## config.mk

```make
export PLATFORM = sky130hd
export DESIGN_NAME = proc_run_ctrl_flat
export DESIGN_NICKNAME = d
export VERILOG_FILES = /design/src/rtl/proc_run_ctrl_pkg.sv /design/src/rtl/proc_run_ctrl_if.sv /design/src/rtl/proc_run_ctrl_trace_fifo.sv /design/src/rtl/proc_run_ctrl.sv /design/src/flat_wrapper.sv
export SDC_FILE = /design/constraint.sdc
export NUM_CORES = 1
export LEC_CHECK = 0
export ABC_AREA = 0
export BUFFER_PORTS_ARGS = -buffer_cell sky130_fd_sc_hd__clkbuf_2
export CAP_MARGIN = 20
export CORE_AREA = 4 4 182 184
export CTS_CLUSTER_DIAMETER = 200
export CTS_CLUSTER_SIZE = 30
export DETAILED_ROUTE_END_ITERATION = 8
export DIE_AREA = 0 0 186 188
export PLACE_DENSITY_LB_ADDON = 0.2
export SLEW_MARGIN = 40
export SYNTH_ARGS = -nofsm -noshare
export SYNTH_HDL_FRONTEND = slang
export SYNTH_HIERARCHICAL = 1
export SYNTH_SLANG_ARGS = --single-unit
export TNS_END_PERCENT = 10
```

## constraint.sdc

```tcl
create_clock -name CLK -period 7.08 [get_ports CLK]
set_input_delay 1.062 -clock CLK [delete_from_list [all_inputs] [get_ports CLK]]
set_output_delay 1.062 -clock CLK [all_outputs]
set_load 0.005 [all_outputs]
```

## src/rtl/proc_run_ctrl_pkg.sv

```systemverilog
// proc_run_pkg: shared widths, FSM encoding and a saturating counter helper for proc_run_ctrl
// Contents: PC_W (processor address/data width), CNT_W (run cycle counter width),
//           state_e (run controller states), sat_inc (increment that sticks at all-ones)
package proc_run_pkg;
  localparam int PC_W = 64;
  localparam int CNT_W = 16;
  typedef enum logic [2:0] {
    S_IDLE    = 3'd0,
    S_HOLD    = 3'd1,
    S_RUN     = 3'd2,
    S_DONE    = 3'd3,
    S_TIMEOUT = 3'd4
  } state_e;
  function automatic logic [CNT_W-1:0] sat_inc(input logic [CNT_W-1:0] v);
    return &v ? v : v + CNT_W'(1);
  endfunction
endpackage

```

## src/rtl/proc_run_ctrl_if.sv

```systemverilog
// proc_run_ctrl_if: run-control, processor-side and trace-read signals of proc_run_ctrl
// Modports: slave  - the controller (takes start/PCs/processor state, drives status and trace data)
//           master - the host/processor side driving the controller
interface proc_run_ctrl_if;
  import proc_run_pkg::*;
  logic              start;
  logic [PC_W-1:0]   startpc_in;
  logic [PC_W-1:0]   finalpc_in;
  logic [PC_W-1:0]   currentpc;
  logic [PC_W-1:0]   memtoregout;
  logic              proc_resetl;
  logic [PC_W-1:0]   proc_startpc;
  logic              busy;
  logic              done;
  logic              timeout;
  logic [CNT_W-1:0]  cycle_count;
  logic [PC_W-1:0]   last_result;
  logic              trace_rd_en;
  logic [PC_W-1:0]   trace_rd_data;
  logic              trace_empty;
  logic              trace_full;
  modport slave (
    input  start, startpc_in, finalpc_in, currentpc, memtoregout, trace_rd_en,
    output proc_resetl, proc_startpc, busy, done, timeout, cycle_count, last_result,
           trace_rd_data, trace_empty, trace_full
  );
  modport master (
    output start, startpc_in, finalpc_in, currentpc, memtoregout, trace_rd_en,
    input  proc_resetl, proc_startpc, busy, done, timeout, cycle_count, last_result,
           trace_rd_data, trace_empty, trace_full
  );
endinterface

```

## src/rtl/proc_run_ctrl_trace_fifo.sv

```systemverilog
// run_trace_fifo: PC trace FIFO with flush, registered read data, drop-on-full pushes
// Ports: clk, rst (sync, active high), flush_i (empty the FIFO), push_i/din_i (write),
//        pop_i (read, ignored when empty), dout_o (registered, valid the cycle after pop_i),
//        empty_o, full_o
module run_trace_fifo #(
  parameter int DEPTH = 16,
  parameter int W = 64
) (
  input  logic         clk,
  input  logic         rst,
  input  logic         flush_i,
  input  logic         push_i,
  input  logic [W-1:0] din_i,
  input  logic         pop_i,
  output logic [W-1:0] dout_o,
  output logic         empty_o,
  output logic         full_o
);
  localparam int AW = $clog2(DEPTH);
  logic [W-1:0] mem_q [DEPTH];
  logic [AW:0] wp_q, rp_q;
  logic do_push, do_pop;
  assign empty_o = wp_q == rp_q;
  assign full_o = (wp_q[AW] != rp_q[AW]) && (wp_q[AW-1:0] == rp_q[AW-1:0]);
  assign do_pop = pop_i && !empty_o;
  // a pop in the same cycle frees the slot, so a push while full still lands
  assign do_push = push_i && (!full_o || do_pop);
  always_ff @(posedge clk) begin
    if (rst || flush_i) begin
      wp_q <= '0;
      rp_q <= '0;
    end else begin
      if (do_push) wp_q <= wp_q + (AW+1)'(1);
      if (do_pop) rp_q <= rp_q + (AW+1)'(1);
    end
  end
  always_ff @(posedge clk) begin
    if (do_push) mem_q[wp_q[AW-1:0]] <= din_i;
  end
  always_ff @(posedge clk) begin
    if (rst) dout_o <= '0;
    else if (do_pop) dout_o <= mem_q[rp_q[AW-1:0]];
  end
endmodule

```

## src/rtl/proc_run_ctrl.sv

```systemverilog
// proc_run_ctrl: holds a processor in reset, runs it until it reaches a final PC or a watchdog limit
// Ports: CLK (rising edge), reset (sync, active high), bus (proc_run_ctrl_if.slave: start/PCs in,
//        proc_resetl/proc_startpc to the processor, busy/done/timeout/cycle_count/last_result status,
//        trace_rd_en/trace_rd_data/trace_empty/trace_full PC trace read port)
// Build option: RUN_CTRL_TRACE_EN builds the PC trace FIFO; otherwise the trace port reads as empty.
module proc_run_ctrl
  import proc_run_pkg::*;
#(
  parameter int RESET_CYCLES = 2,
  parameter int WDOG_LIMIT = 255,
  parameter int TRACE_DEPTH = 16
) (
  input logic CLK,
  input logic reset,
  proc_run_ctrl_if.slave bus
);
  localparam logic [15:0] HOLD_LAST = 16'(RESET_CYCLES - 1);
  state_e state_q, state_d;
  logic [15:0] hold_q, hold_d;
  logic [CNT_W-1:0] cnt_q, cnt_d, cnt_inc;
  logic [PC_W-1:0] spc_q, spc_d, fpc_q, fpc_d, res_q, res_d;
  logic done_q, done_d, to_q, to_d;
  logic accept, fin, wdog;
  assign accept = bus.start && (state_q == S_IDLE || state_q == S_DONE || state_q == S_TIMEOUT);
  assign fin = bus.currentpc >= fpc_q;
  assign cnt_inc = sat_inc(cnt_q);
  // the watchdog compares the count including the current run cycle
  assign wdog = cnt_inc == CNT_W'(WDOG_LIMIT);
  always_comb begin
    state_d = state_q;
    hold_d = hold_q;
    cnt_d = cnt_q;
    spc_d = spc_q;
    fpc_d = fpc_q;
    res_d = res_q;
    done_d = done_q;
    to_d = to_q;
    if (accept) begin
      state_d = S_HOLD;
      hold_d = '0;
      cnt_d = '0;
      spc_d = bus.startpc_in;
      fpc_d = bus.finalpc_in;
      done_d = 1'b0;
      to_d = 1'b0;
    end else if (state_q == S_HOLD) begin
      hold_d = hold_q + 16'd1;
      state_d = hold_q >= HOLD_LAST ? S_RUN : S_HOLD;
    end else if (state_q == S_RUN) begin
      cnt_d = cnt_inc;
      if (fin) begin
        state_d = S_DONE;
        done_d = 1'b1;
        res_d = bus.memtoregout;
      end else if (wdog) begin
        state_d = S_TIMEOUT;
        to_d = 1'b1;
      end
    end
  end
  always_ff @(posedge CLK) begin
    if (reset) begin
      state_q <= S_IDLE;
      hold_q <= '0;
      cnt_q <= '0;
      spc_q <= '0;
      fpc_q <= '0;
      res_q <= '0;
      done_q <= 1'b0;
      to_q <= 1'b0;
    end else begin
      state_q <= state_d;
      hold_q <= hold_d;
      cnt_q <= cnt_d;
      spc_q <= spc_d;
      fpc_q <= fpc_d;
      res_q <= res_d;
      done_q <= done_d;
      to_q <= to_d;
    end
  end
  assign bus.proc_resetl = state_q == S_RUN;
  assign bus.proc_startpc = spc_q;
  assign bus.busy = state_q == S_HOLD || state_q == S_RUN;
  assign bus.done = done_q;
  assign bus.timeout = to_q;
  assign bus.cycle_count = cnt_q;
  assign bus.last_result = res_q;
`ifdef RUN_CTRL_TRACE_EN
  run_trace_fifo #(.DEPTH(TRACE_DEPTH), .W(PC_W)) u_trace (
    .clk(CLK),
    .rst(reset),
    .flush_i(accept),
    .push_i(state_q == S_RUN),
    .din_i(bus.currentpc),
    .pop_i(bus.trace_rd_en),
    .dout_o(bus.trace_rd_data),
    .empty_o(bus.trace_empty),
    .full_o(bus.trace_full)
  );
`else
  logic unused_trace;
  assign unused_trace = bus.trace_rd_en ^ (TRACE_DEPTH == 0);
  assign bus.trace_rd_data = '0;
  assign bus.trace_empty = 1'b1;
  assign bus.trace_full = 1'b0;
`endif
endmodule

```

## src/flat_wrapper.sv

```systemverilog
// flat-port wrapper written by rule: the top's interface ports become plain ports
module proc_run_ctrl_flat import proc_run_pkg::*;
#(
  parameter int RESET_CYCLES = 2,
  parameter int WDOG_LIMIT = 255,
  parameter int TRACE_DEPTH = 16
)
  (CLK, reset, bus_start, bus_startpc_in, bus_finalpc_in, bus_currentpc, bus_memtoregout, bus_trace_rd_en, bus_proc_resetl, bus_proc_startpc, bus_busy, bus_done, bus_timeout, bus_cycle_count, bus_last_result, bus_trace_rd_data, bus_trace_empty, bus_trace_full);
  proc_run_ctrl_if bus_i ();
  input logic CLK;
  input logic reset;
  input wire logic [$bits(bus_i.start)-1:0] bus_start;
  input wire logic [$bits(bus_i.startpc_in)-1:0] bus_startpc_in;
  input wire logic [$bits(bus_i.finalpc_in)-1:0] bus_finalpc_in;
  input wire logic [$bits(bus_i.currentpc)-1:0] bus_currentpc;
  input wire logic [$bits(bus_i.memtoregout)-1:0] bus_memtoregout;
  input wire logic [$bits(bus_i.trace_rd_en)-1:0] bus_trace_rd_en;
  output wire logic [$bits(bus_i.proc_resetl)-1:0] bus_proc_resetl;
  output wire logic [$bits(bus_i.proc_startpc)-1:0] bus_proc_startpc;
  output wire logic [$bits(bus_i.busy)-1:0] bus_busy;
  output wire logic [$bits(bus_i.done)-1:0] bus_done;
  output wire logic [$bits(bus_i.timeout)-1:0] bus_timeout;
  output wire logic [$bits(bus_i.cycle_count)-1:0] bus_cycle_count;
  output wire logic [$bits(bus_i.last_result)-1:0] bus_last_result;
  output wire logic [$bits(bus_i.trace_rd_data)-1:0] bus_trace_rd_data;
  output wire logic [$bits(bus_i.trace_empty)-1:0] bus_trace_empty;
  output wire logic [$bits(bus_i.trace_full)-1:0] bus_trace_full;
  assign bus_i.start = bus_start;
  assign bus_i.startpc_in = bus_startpc_in;
  assign bus_i.finalpc_in = bus_finalpc_in;
  assign bus_i.currentpc = bus_currentpc;
  assign bus_i.memtoregout = bus_memtoregout;
  assign bus_i.trace_rd_en = bus_trace_rd_en;
  assign bus_proc_resetl = bus_i.proc_resetl;
  assign bus_proc_startpc = bus_i.proc_startpc;
  assign bus_busy = bus_i.busy;
  assign bus_done = bus_i.done;
  assign bus_timeout = bus_i.timeout;
  assign bus_cycle_count = bus_i.cycle_count;
  assign bus_last_result = bus_i.last_result;
  assign bus_trace_rd_data = bus_i.trace_rd_data;
  assign bus_trace_empty = bus_i.trace_empty;
  assign bus_trace_full = bus_i.trace_full;
  proc_run_ctrl #(.RESET_CYCLES(RESET_CYCLES), .WDOG_LIMIT(WDOG_LIMIT), .TRACE_DEPTH(TRACE_DEPTH)) u_core (.CLK(CLK), .reset(reset), .bus(bus_i));
endmodule
```

Yosys cells after proc, flatten, opt, wreduce, memory -nomap -nowiden
Index checks and enable logic that the tools add are counted.
Storage, ports and cells
  bits in registers: 229
  input port bits: 260
  output and inout bits: 214
  word-level logic and storage cells: 45
Cells by class
  $add $sub $neg: 2
  magnitude comparators: 2
  eq/ne operators: 5
  muxes and demuxes: 7
  bitwise gates (word level): 3
  reductions and logical operators: 17
Operators with widths (count)
  greater-or-equal comparator 64 bit: 1
  adder 16 x 1 -> 16 bit (second input constant): 2
  == test 16 x 8 -> 1 bit (second input constant): 1
  greater-or-equal comparator 16 x 1 -> 1 bit (second input constant): 1
  two-way mux 16 bit: 1
  AND reduction 16 bit: 1
  two-way mux 3 bit: 4
  AND reduction 4 bit: 2
  == test 3 x 2 -> 1 bit (second input constant): 2
  AND reduction 2 bit: 3
  nonzero test 3 bit: 2
  nonzero test 4 bit: 1
  == test 3 x 1 -> 1 bit (second input constant): 1
  == test 3 bit (second input constant): 1
  logical NOT 3 bit: 1
  logical OR 1 bit: 3
  NOT 1 bit: 3
  AND reduction 3 bit: 1
  two-way mux 2 bit: 1
  nonzero test 2 bit: 1
  OR reduction 2 bit: 1
  logical AND 1 bit: 1
  two-way mux 1 bit: 1

Longest topological paths before layout
Gate-level depths: netlist (run 1).
  word-level depth: 8
  mapped depth: 12
  mapped depth without buffers: 10

Worst setup path after synthesis (run 1)
No wires, ideal clock.
  kind: input to register
  start: in bus_currentpc[47]
  end: reg u_core.res_q[46], in the netlist u_core/bus.last_result[46]
  setup time: 0.128 ns
  arrival: 3.076 ns
  required time: 6.952 ns
  slack: 3.877 ns
  cell stages on the path: 11
  path buffers: 2
  path through: ha_1 nand4_1 nor4_2 nand3_1 o221ai_1 a41oi_1 a21oi_2 buf_4 buf_4 mux2i_1 nor2_1
On the way
  longest elaborated chain between the ends: 2
Ends and longest elaborated chain
  from (decl): line flat_wrapper.sv:15  | input wire logic [$bits(bus_i.currentpc)-1:0] bus_currentpc;
  greater-or-equal comparator 64 bit: line proc_run_ctrl.sv:25  | assign fin = bus.currentpc >= fpc_q;
  AND reduction 4 bit (no line)
  to (signal assigned): line proc_run_ctrl.sv:77  | res_q <= res_d;
  to (decl): line proc_run_ctrl.sv:21  | logic [PC_W-1:0] spc_q, spc_d, fpc_q, fpc_d, res_q, res_d;
Every way passes these cells.
A chain may end at the register's enable or synchronous reset.

Worst setup path in the final report (run 1)
  start: in bus_currentpc[46]
  end: reg u_core.res_q[33], in the netlist u_core/bus.last_result[33]
The elaborated chain is that of the path after synthesis.

==> results of run 1 <==
## cells in the mapped netlist (4+ instances only)
cell type                    n
sky130_fd_sc_hd__nand2_1   303
sky130_fd_sc_hd__dfxtp_1   229
sky130_fd_sc_hd__a21oi_1   164
sky130_fd_sc_hd__nor2_1    118
sky130_fd_sc_hd__inv_1      74
sky130_fd_sc_hd__buf_4      71
sky130_fd_sc_hd__ha_1       68
sky130_fd_sc_hd__mux2i_1    66
sky130_fd_sc_hd__clkbuf_1   55
sky130_fd_sc_hd__nand4_1    31
sky130_fd_sc_hd__nand3_1    18
sky130_fd_sc_hd__o21ai_0    17
sky130_fd_sc_hd__xor2_1     15
sky130_fd_sc_hd__nor3_1      9
sky130_fd_sc_hd__xnor2_1     9
sky130_fd_sc_hd__nor4_1      7
sky130_fd_sc_hd__or3_1       6
sky130_fd_sc_hd__a221oi_1    5
sky130_fd_sc_hd__buf_2       5
sky130_fd_sc_hd__and4_1      4
sky130_fd_sc_hd__o21a_1      4
## routing by layer
layer  global-route usage  part of all wire  vias to the layer above
met4               0.0420             0.018                        4
met5                    0            0.0010                        -
met2                0.309              0.50                      285
met3               0.0475             0.071                       40
met1                0.217              0.41                     4384
li1                     -                 -                     4966
## kinds of logic after synthesis
family,after synthesis,synth area share
AOI/OAI and AO/OA,211,0.107
muxes,66,0.0614
xor gates and xnor gates,24,0.0195
and+or+nand+nor,521,0.207
adders and majority gates,68,0.0791
DFF,229,0.426
other,2,0.000698
buffers and inverters,207,0.0989
## worst min-delay path, stage by stage, from the launching register on
cell	delay, ps
sky130_fd_sc_hd__dfxtp_1	330
sky130_fd_sc_hd__inv_1	50
sky130_fd_sc_hd__a21oi_1	50
## worst max path at each step
stage                                            end  slack, ps
final                     u_core/bus.last_result[33]       3200
after global routing      u_core/bus.last_result[35]       2960
after CTS                 u_core/bus.last_result[33]       3260
after detailed placement  u_core/bus.last_result[55]       2750
after global placement    u_core/bus.last_result[33]       2600
after floorplan           u_core/bus.last_result[46]       3880
## cell usage in the layout, fill, tap and decap left out, types with 3 or more instances in the layout
cell type / instances
sky130_fd_sc_hd__clkbuf_2: 405
sky130_fd_sc_hd__nand2_1: 302
sky130_fd_sc_hd__dfxtp_1: 229
sky130_fd_sc_hd__a21oi_1: 164
sky130_fd_sc_hd__nor2_1: 118
sky130_fd_sc_hd__inv_1: 74
sky130_fd_sc_hd__ha_1: 68
sky130_fd_sc_hd__mux2i_1: 66
sky130_fd_sc_hd__conb_1: 66
sky130_fd_sc_hd__nand4_1: 31
sky130_fd_sc_hd__nand3_1: 18
sky130_fd_sc_hd__o21ai_0: 17
sky130_fd_sc_hd__xor2_1: 15
sky130_fd_sc_hd__clkbuf_16: 11
sky130_fd_sc_hd__nor3_1: 9
sky130_fd_sc_hd__xnor2_1: 9
sky130_fd_sc_hd__nor4_1: 7
sky130_fd_sc_hd__or3_1: 6
sky130_fd_sc_hd__buf_6: 5
sky130_fd_sc_hd__a221oi_1: 5
sky130_fd_sc_hd__o21a_1: 4
sky130_fd_sc_hd__and4_1: 4
sky130_fd_sc_hd__diode_2: 3
sky130_fd_sc_hd__o31ai_1: 3
sky130_fd_sc_hd__a31oi_1: 3
## state kept, by name, indices dropped and copies added, names as in the netlist
name / cells
u_core/fpc_q: 64
u_core/hold_q: 16
u_core/bus.proc_startpc: 64
u_core/state_q: 3
u_core/bus.cycle_count: 16
u_core/bus.timeout: 1
u_core/bus.last_result: 64
u_core/bus.done: 1
## area by class of cell
| type | instances | area, um^2 | area share |
|---|---|---|---|
| flip-flops and latches | 229 | 4580 | 0.349 |
| diodes | 3 | 7.51 | 0.000572 |
| repair buffers | 412 | 2100 | 0.160 |
| inverters | 74 | 278 | 0.0211 |
| clock inverters | 1 | 16.3 | 0.00124 |
| multi-input cells | 956 | 5370 | 0.409 |
| clock buffers | 11 | 275 | 0.0210 |
| well taps | 402 | 503 | 0.0383 |
## where the power goes
part / internal (mW) / switching (mW)
clock: 0.288 / 0.432
combinational: 0.328 / 0.502
sequential: 1.43 / 0.0715
total: 2.04 / 1.01
==> results.cfg, run 1 <==
[die]
die-area_mm2 = 0.0350
die_span_in_x_um = 186
io_pins = 474
rows = 65
start_util = 0.343
chipHeight_um = 188
coreArea_mm2 = 0.0314

[synth]
post_synth_main_area_contributors = sky130_fd_sc_hd__dfxtp_1 (43%), sky130_fd_sc_hd__nand2_1 (11%), sky130_fd_sc_hd__ha_1 (7.9%)
synthDominantCellAreaShare = 0.426
yosysWarningCount = 6
synth-seq-area-share = 0.426
post_synth.cell_area_avg_um2 = 8.10
synth_edf_count = 0
yosys.cell_types.count = 53
synth_largest_area_cell = sky130_fd_sc_hd__dfxtp_1
yosys_most_used_dff = sky130_fd_sc_hd__dfxtp_1
postSynth.asyncResetShare = 0
synth.cell_area_mm2 = 0.0108
ys_ff_latch = 229
number_of_cells_produced_by_synthesis = 1328

[clocking]
tritoncts_num_sinks = 229
cts_buf_count = 11
hold_buffers = 0
ctsHtreeMaxLevel = 1
buffers_inserted_during_post_cts_setup_optimization = 0
worstSkewPairLatency_ps = 480
tritoncts = done
clkTransAtPathRegs_ps = 130
clockBufferDepth = 3
cts-resized-gates = 0
ctsRootBufferMaster = sky130_fd_sc_hd__clkbuf_16

[min_path]
min_to = u_core/bus.timeout
worst_hold_startpoint = u_core/bus.timeout
timing.hold.worst.class = reg -> reg
hold_path_depth = 2

[timing]
timing.final.crit_share = 0.548
setup_viol = 0
worst_slew_margin_rel = 0.506
period_minus_slack_ps = 3880
timing_max_transition_violations_final = 0
clk_skew_ps = 20.6
fin_hold_ws_ps = 459
worst_pin_slew_ps = 740
postLayoutSetupSlackWorst_ps = 3200
final_hold_viol_count = 0
fmax_mhz = 258
rsz0062_at_grt = false
timing.setup.tns_ps = 0

[global_route]
global_route.usage.total = 0.177
maximum_number_of_pins_on_one_net_before_global_route_repair = 92
grt_first_pass_wirelength_um = 50200
antenna_violations_before_repair = 5
grt-ovfl-total = 0
number_of_global_route_vias_before_repair = 9288

[setup_path]
worstPathRequired_ps = 7430
worstPathArrival_ps = 4230
crit_path_end_kind = flip-flop
criticalPathCategory = in -> reg
rr_worst_depth = 11
rr_endpoint = u_core/bus.last_result[33]
r2r_slack_ps = 3490
crit_start = bus_currentpc[46]
reg2reg_from = u_core/fpc_q[47]
cpMaxStageDelayCell = sky130_fd_sc_hd__a21oi_4
critical_path.startpoint_type = primary input
path_delay_family = compound AO/OA/AOI/OAI gates
crit_path_cell_trace = clkbuf_2 > ha_1 > nand4_1 > nor4_2 > nand3_1 > o221ai_1 > a41oi_1 > a21oi_4 > buf_6 > mux2i_1 > nor2_1
worstSetupPathDepth = 11
cp_max_fo = 55
slowest_delay_ps = 590
cp_num_buf_inv = 2

[power_and_ir_drop]
leakage_nw = 5.76
power-per-cell-area_mw_per_mm2 = 232
ir_worst_vdd_mv = 0.173
finalPower_mw = 3.05

[cells_and_area]
layoutNonFillerInstCount = 2088
drive_gt1_frac = 0.261
nNetsFinal = 2012
finish.utilization = 0.418
area_delta_synth_final_pct = 22.0
num-fill-cells = 3275
post-route-cell-area_mm2 = 0.0131

[flow_run]
max_cap_violations = 0

[placed_design]
place_hpwl_um = 24700
placed_area_mm2 = 0.0128
place_inst = 2073
port-buffer-count = 406
finalWeightedCongestion = 0.788
post-place-ws_ps = 2750

[detailed_routing]
drt_first_pass_iters = 5
ant_nets = 0
route.detailed.vias_per_inst = 4.64
drc_errors = 0
wirelength_um = 32600
wl_per_cell_um = 15.6
via_count = 9679
drt_first_iter_violations = 472

[status]
status = finished, final reports clean
(Power assumes the default switching activity.)
==> run 2: changes to the inputs <==
- CORE_AREA: 4 4 182 184 -> 4 4 184 186
- DIE_AREA: 0 0 186 188 -> 0 0 188 190
- clock period: 7.08 -> 3.8 ns (I/O delays scaled with it)
==> run 2 against run 1 <==
Critical path depth unchanged. Highest routed layer is now met4. Wire length up 0.26%. Die area up 2.2%. Sequential share of layout area down 0.44 points. Largest cell class unchanged.
==> results.cfg, run 2 (same netlist as run 1, synthesis figures left out) <==
[detailed_routing]
wirelength_um = 32600
drt_first_pass_iters = 6
drt_first_iter_violations = 530
route.detailed.vias_per_inst = 4.54
ant_nets = 0
drc_errors = 0
wl_per_cell_um = 15.3
via_count = 9691

[setup_path]
rr_endpoint = u_core/bus.last_result[40]
cp_max_fo = 26
worstPathRequired_ps = 4150
worstPathArrival_ps = 3370
criticalPathCategory = reg -> reg
r2r_slack_ps = 780
rr_worst_depth = 11
crit_path_end_kind = flip-flop
critical_path.startpoint_type = flip-flop
reg2reg_from = u_core/fpc_q[47]

[clocking]
cts_buf_count = 11
cts-resized-gates = 0
tritoncts_num_sinks = 229
tritoncts = done
worstSkewPairLatency_ps = 480
hold_buffers = 0
ctsRootBufferMaster = sky130_fd_sc_hd__clkbuf_16
ctsHtreeMaxLevel = 1
buffers_inserted_during_post_cts_setup_optimization = 0
clkTransAtPathRegs_ps = 120
clockBufferDepth = 3

[power_and_ir_drop]
power-per-cell-area_mw_per_mm2 = 430
leakage_nw = 5.82
ir_worst_vdd_mv = 0.329

[timing]
timing_max_transition_violations_final = 0
timing.final.crit_share = 0.796
final_hold_viol_count = 0
setup_viol = 0
period_minus_slack_ps = 3020
clk_skew_ps = 20.4
rsz0062_at_grt = false
timing.setup.tns_ps = 0
worst_slew_margin_rel = 0.501
fmax_mhz = 331
worst_pin_slew_ps = 746

[global_route]
antenna_violations_before_repair = 2
grt-ovfl-total = 0
global_route.usage.total = 0.170
maximum_number_of_pins_on_one_net_before_global_route_repair = 111
number_of_global_route_vias_before_repair = 9210
grt_first_pass_wirelength_um = 49600

[cells_and_area]
finish.utilization = 0.412
nNetsFinal = 2020
area_delta_synth_final_pct = 23.6
num-fill-cells = 3414
commonest_cells_after_routing_fill_and_taps_aside = sky130_fd_sc_hd__clkbuf_2 (405), sky130_fd_sc_hd__nand2_1 (302), sky130_fd_sc_hd__dfxtp_1 (229), sky130_fd_sc_hd__a21oi_1 (164), sky130_fd_sc_hd__nor2_1 (118)
drive_gt1_frac = 0.264
mostFrequentLayoutCell = sky130_fd_sc_hd__clkbuf_2

[min_path]
worst_hold_startpoint = bus_finalpc_in[35]
timing.hold.worst.class = in -> reg
hold_path_depth = 3
min_to = u_core/fpc_q[35]

[die]
coreArea_mm2 = 0.0323
die-area_mm2 = 0.0357
die_span_in_x_um = 188
rows = 66
chipHeight_um = 190
start_util = 0.333
io_pins = 474

[flow_run]
max_cap_violations = 0

[status]
status = finished, final reports clean

[placed_design]
place_hpwl_um = 25000
finalWeightedCongestion = 0.785
port-buffer-count = 406
==> run 2: through the flow <==
stage | cell area (um^2) | hold WS [ps] | worst slack [ps] | total power, mW | instances
2_1_floorplan | 11000 | 436 | 1090 | 3.88 | 1392
3_3_place_gp | 13000 | 437 | 547 | 4.43 | 2120
3_5_place_dp | 13000 | 442 | 525 | 4.47 | 2121
4_1_cts | 13300 | 268 | 774 | 5.82 | 2133
5_1_grt | 13300 | 267 | 542 | 6.13 | 2134
6_report | 13300 | 296 | 776 | 5.72 | 2135
==> run 2: critical path, stage by stage, from the launching register on <==
cell and delay [ps]:
sky130_fd_sc_hd__dfxtp_1 350, sky130_fd_sc_hd__inv_1 40, sky130_fd_sc_hd__ha_1 340, sky130_fd_sc_hd__nand4_1 250, sky130_fd_sc_hd__nor4_2 430, sky130_fd_sc_hd__nand3_1 110
sky130_fd_sc_hd__o221ai_1 210, sky130_fd_sc_hd__a41oi_1 110, sky130_fd_sc_hd__a21oi_4 470, sky130_fd_sc_hd__buf_12 270, sky130_fd_sc_hd__mux2i_1 220, sky130_fd_sc_hd__nor2_1 60
==> run 2: area by class of cell <==
| cell class | count | area, um^2 | area share |
|---|---|---|---|
| repair buffers | 420 | 2220 | 0.167 |
| well taps | 442 | 553 | 0.0416 |
| multi-input cells | 956 | 5370 | 0.404 |
| inverters | 74 | 278 | 0.0209 |
| clock inverters | 1 | 16.3 | 0.00122 |
| diodes | 2 | 5.00 | 0.000376 |
| clock buffers | 11 | 275 | 0.0207 |
| flip-flops and latches | 229 | 4580 | 0.345 |
==> run 2: worst max-delay path by stage <==
stage / endpoint / start / depth (start not counted)
after detailed placement: u_core/bus.last_result[40] / bus_currentpc[47] / 11
after global placement: u_core/bus.last_result[34] / bus_currentpc[47] / 11
final: u_core/bus.last_result[40] / u_core/fpc_q[47] / 11
after global routing: u_core/bus.last_result[60] / u_core/fpc_q[47] / 11
after floorplan: u_core/bus.last_result[46] / bus_currentpc[47] / 11
after CTS: u_core/bus.last_result[40] / u_core/fpc_q[47] / 11
==> run 2: layer usage <==
layer	vias up	share of wire	GRT usage
met1	4428	0.42	0.207
met2	259	0.49	0.303
met5	-	0	0
li1	4977	-	-
met4	0	0.013	0.0330
met3	27	0.075	0.0481
==> run 2: report_power, final <==
group / total (mW) / internal [mW] / switching [mW]
clock: 1.33 / 0.537 / 0.797
combinational: 1.60 / 0.644 / 0.954
sequential: 2.79 / 2.66 / 0.132
==> run 3: changes to the inputs <==
- clock period: 3.8 -> 2.55 ns (I/O delays scaled with it)
==> run 3 against run 2 <==
Clock power is 50% higher. Setup slack worse by 950 ps. Register-to-register slack worse by 950 ps. Count of clock-buffer cells in the layout stayed put. The run now ends with negative setup slack left. Non-clock buffer count is 67 higher. First-iteration DRC count is 11% lower. Largest cell class unchanged. Highest routed layer is now met5. Wire length is 4.5% higher. Critical path depth is 2 higher.
==> results.cfg, run 3 (same netlist as run 1, synthesis figures left out) <==
[clocking]
clockBufferDepth = 3
clkTransAtPathRegs_ps = 120
tritoncts = done
worstSkewPairLatency_ps = 500
tritoncts_num_sinks = 229
ctsHtreeMaxLevel = 1
ctsRootBufferMaster = sky130_fd_sc_hd__clkbuf_16
cts_buf_count = 11
hold_buffers = 0

[global_route]
grt_first_pass_wirelength_um = 52600
grt-ovfl-total = 0
global_route.usage.met1 = 0.214
use_met2 = 0.324
number_of_global_route_vias_before_repair = 9902
global_route.usage.total = 0.179
antenna_violations_before_repair = 7
grt_peak_use_layer = met2
grt_util_met3 = 0.0473
maximum_number_of_pins_on_one_net_before_global_route_repair = 129

[setup_path]
r2r_slack_ps = -180
crit_path_cell_trace = inv_1 > ha_4 > nand4_1 > nor4_4 > nand3_1 > o221ai_2 > a41oi_2 > a21oi_4 > buf_12 > buf_12 > clkbuf_16 > mux2i_1 > nor2_1
crit_top_cell = sky130_fd_sc_hd__buf_12
slowest_delay_ps = 350
worstPathRequired_ps = 2900
crit_path_end_kind = flip-flop
cp_max_fo = 7
criticalPathCategory = reg -> reg
cpMaxStageDelayCell = sky130_fd_sc_hd__dfxtp_2
critical_path.startpoint_type = flip-flop
worstPathArrival_ps = 3080

[timing]
final_hold_viol_count = 0
fin_hold_ws_ps = 82.5
clk_skew_ps = 35.1
worst_pin_slew_ps = 725
timing.setup.tns_ps = -7990
setup_viol = 67
worst_slew_margin_rel = 0.515
period_minus_slack_ps = 2730
postLayoutSetupSlackWorst_ps = -176
rsz0062_at_grt = true
fmax_mhz = 367
timing.final.crit_share = 1.07
timing_max_transition_violations_final = 0

[die]
rows = 66
die-area_mm2 = 0.0357
chipHeight_um = 190
die_span_in_x_um = 188
coreArea_mm2 = 0.0323
io_pins = 474
start_util = 0.333

[placed_design]
place_inst = 2171
place_hpwl_um = 25500
post-place-ws_ps = -509
port-buffer-count = 406
finalWeightedCongestion = 0.813

[flow_run]
max_cap_violations = 0

[cells_and_area]
commonest_cells_after_routing_fill_and_taps_aside = sky130_fd_sc_hd__clkbuf_2 (405), sky130_fd_sc_hd__nand2_1 (302), sky130_fd_sc_hd__dfxtp_1 (210), sky130_fd_sc_hd__a21oi_1 (162), sky130_fd_sc_hd__nor2_1 (117)
area_delta_synth_final_pct = 32.1
layoutNonFillerInstCount = 2205
nNetsFinal = 2087
num-fill-cells = 3323
mostFrequentLayoutCell = sky130_fd_sc_hd__clkbuf_2
drive_gt1_frac = 0.323

[detailed_routing]
wl_per_cell_um = 15.5
drt_first_pass_iters = 4
via_count = 10000
ant_nets = 0
drt_first_iter_violations = 474
wirelength_um = 34100
drc_errors = 0
route.detailed.vias_per_inst = 4.55

[power_and_ir_drop]
leakage_nw = 6.25
ir_worst_vdd_mv = 0.505
power-per-cell-area_mw_per_mm2 = 626

[status]
status = finished, violations left
violations = negative setup slack

[min_path]
timing.hold.worst.class = in -> reg
-- run 3: changes by cell type in the layout (fill, tap and decap cells not counted), sizes merged --
cell    change
diode       +3
buf        +66
clkbuf      +1
-- run 3: repair_timing --
item                                    CTS  global route
resized for setup                        46            26
endpoints found under the setup margin   68            69
pin swaps                                23            12
setup buffers                            12             5
cloned                                    1             1
-- run 3: where the power goes --
group	internal, mW	total (mW)	switching (mW)	leakage, nW
Combinational	1.19	2.72	1.53	4.24
Sequential	3.97	4.18	0.204	1.87
Clock	0.801	2.00	1.20	0.142
Total	5.96	8.90	2.93	6.25
-- run 3: worst max-delay path, delay by kind of cell, from the launching register on --
| kind | cells | cell delay, ps |
|---|---|---|
| AND/OR/NAND/NOR | 4 | 790 |
| AO/OA/AOI/OAI | 3 | 490 |
| buffers and inverters | 4 | 480 |
| flip-flops | 1 | 350 |
| adder cells (fa/ha/maj) | 1 | 280 |
| multiplexers | 1 | 170 |
-- run 3: final timing paths --
path	end	depth (start not counted)	from
setup / recovery	u_core/bus.last_result[1]	13	u_core/fpc_q[46]
hold / removal	u_core/fpc_q[53]	3	bus_finalpc_in[53]
setup reg to reg	u_core/bus.last_result[1]	13	u_core/fpc_q[46]
hold reg to reg	u_core/fpc_q[24]	2	u_core/fpc_q[24]
-- run 3: per-layer routing --
| layer | vias to the layer above | wire, um |
|---|---|---|
| met5 | - | 46 |
| met3 | 39 | 2290 |
| met2 | 247 | 17300 |
| met4 | 6 | 584 |
| li1 | 5122 | - |
| met1 | 4613 | 13900 |
-- run 3: through the flow --
step | total power [mW] | utilization | instance area [um^2]
CTS | 8.95 | 0.435 | 14000
finish | 8.90 | 0.440 | 14200
global route | 9.52 | 0.440 | 14200
floorplan | 5.78 | - | 11000
global placement | 6.72 | 0.415 | 13400
detailed placement | 6.77 | 0.415 | 13400
-- run 3: final cells by class --
type	count	area [um^2]	area share
repair buffers	487	2830	0.199
inverters	74	278	0.0195
clock buffers	11	275	0.0194
flip-flops and latches	229	4610	0.324
diodes	5	12.5	0.000880
clock inverters	1	16.3	0.00114
multi-input cells	956	5650	0.397
well taps	442	553	0.0389
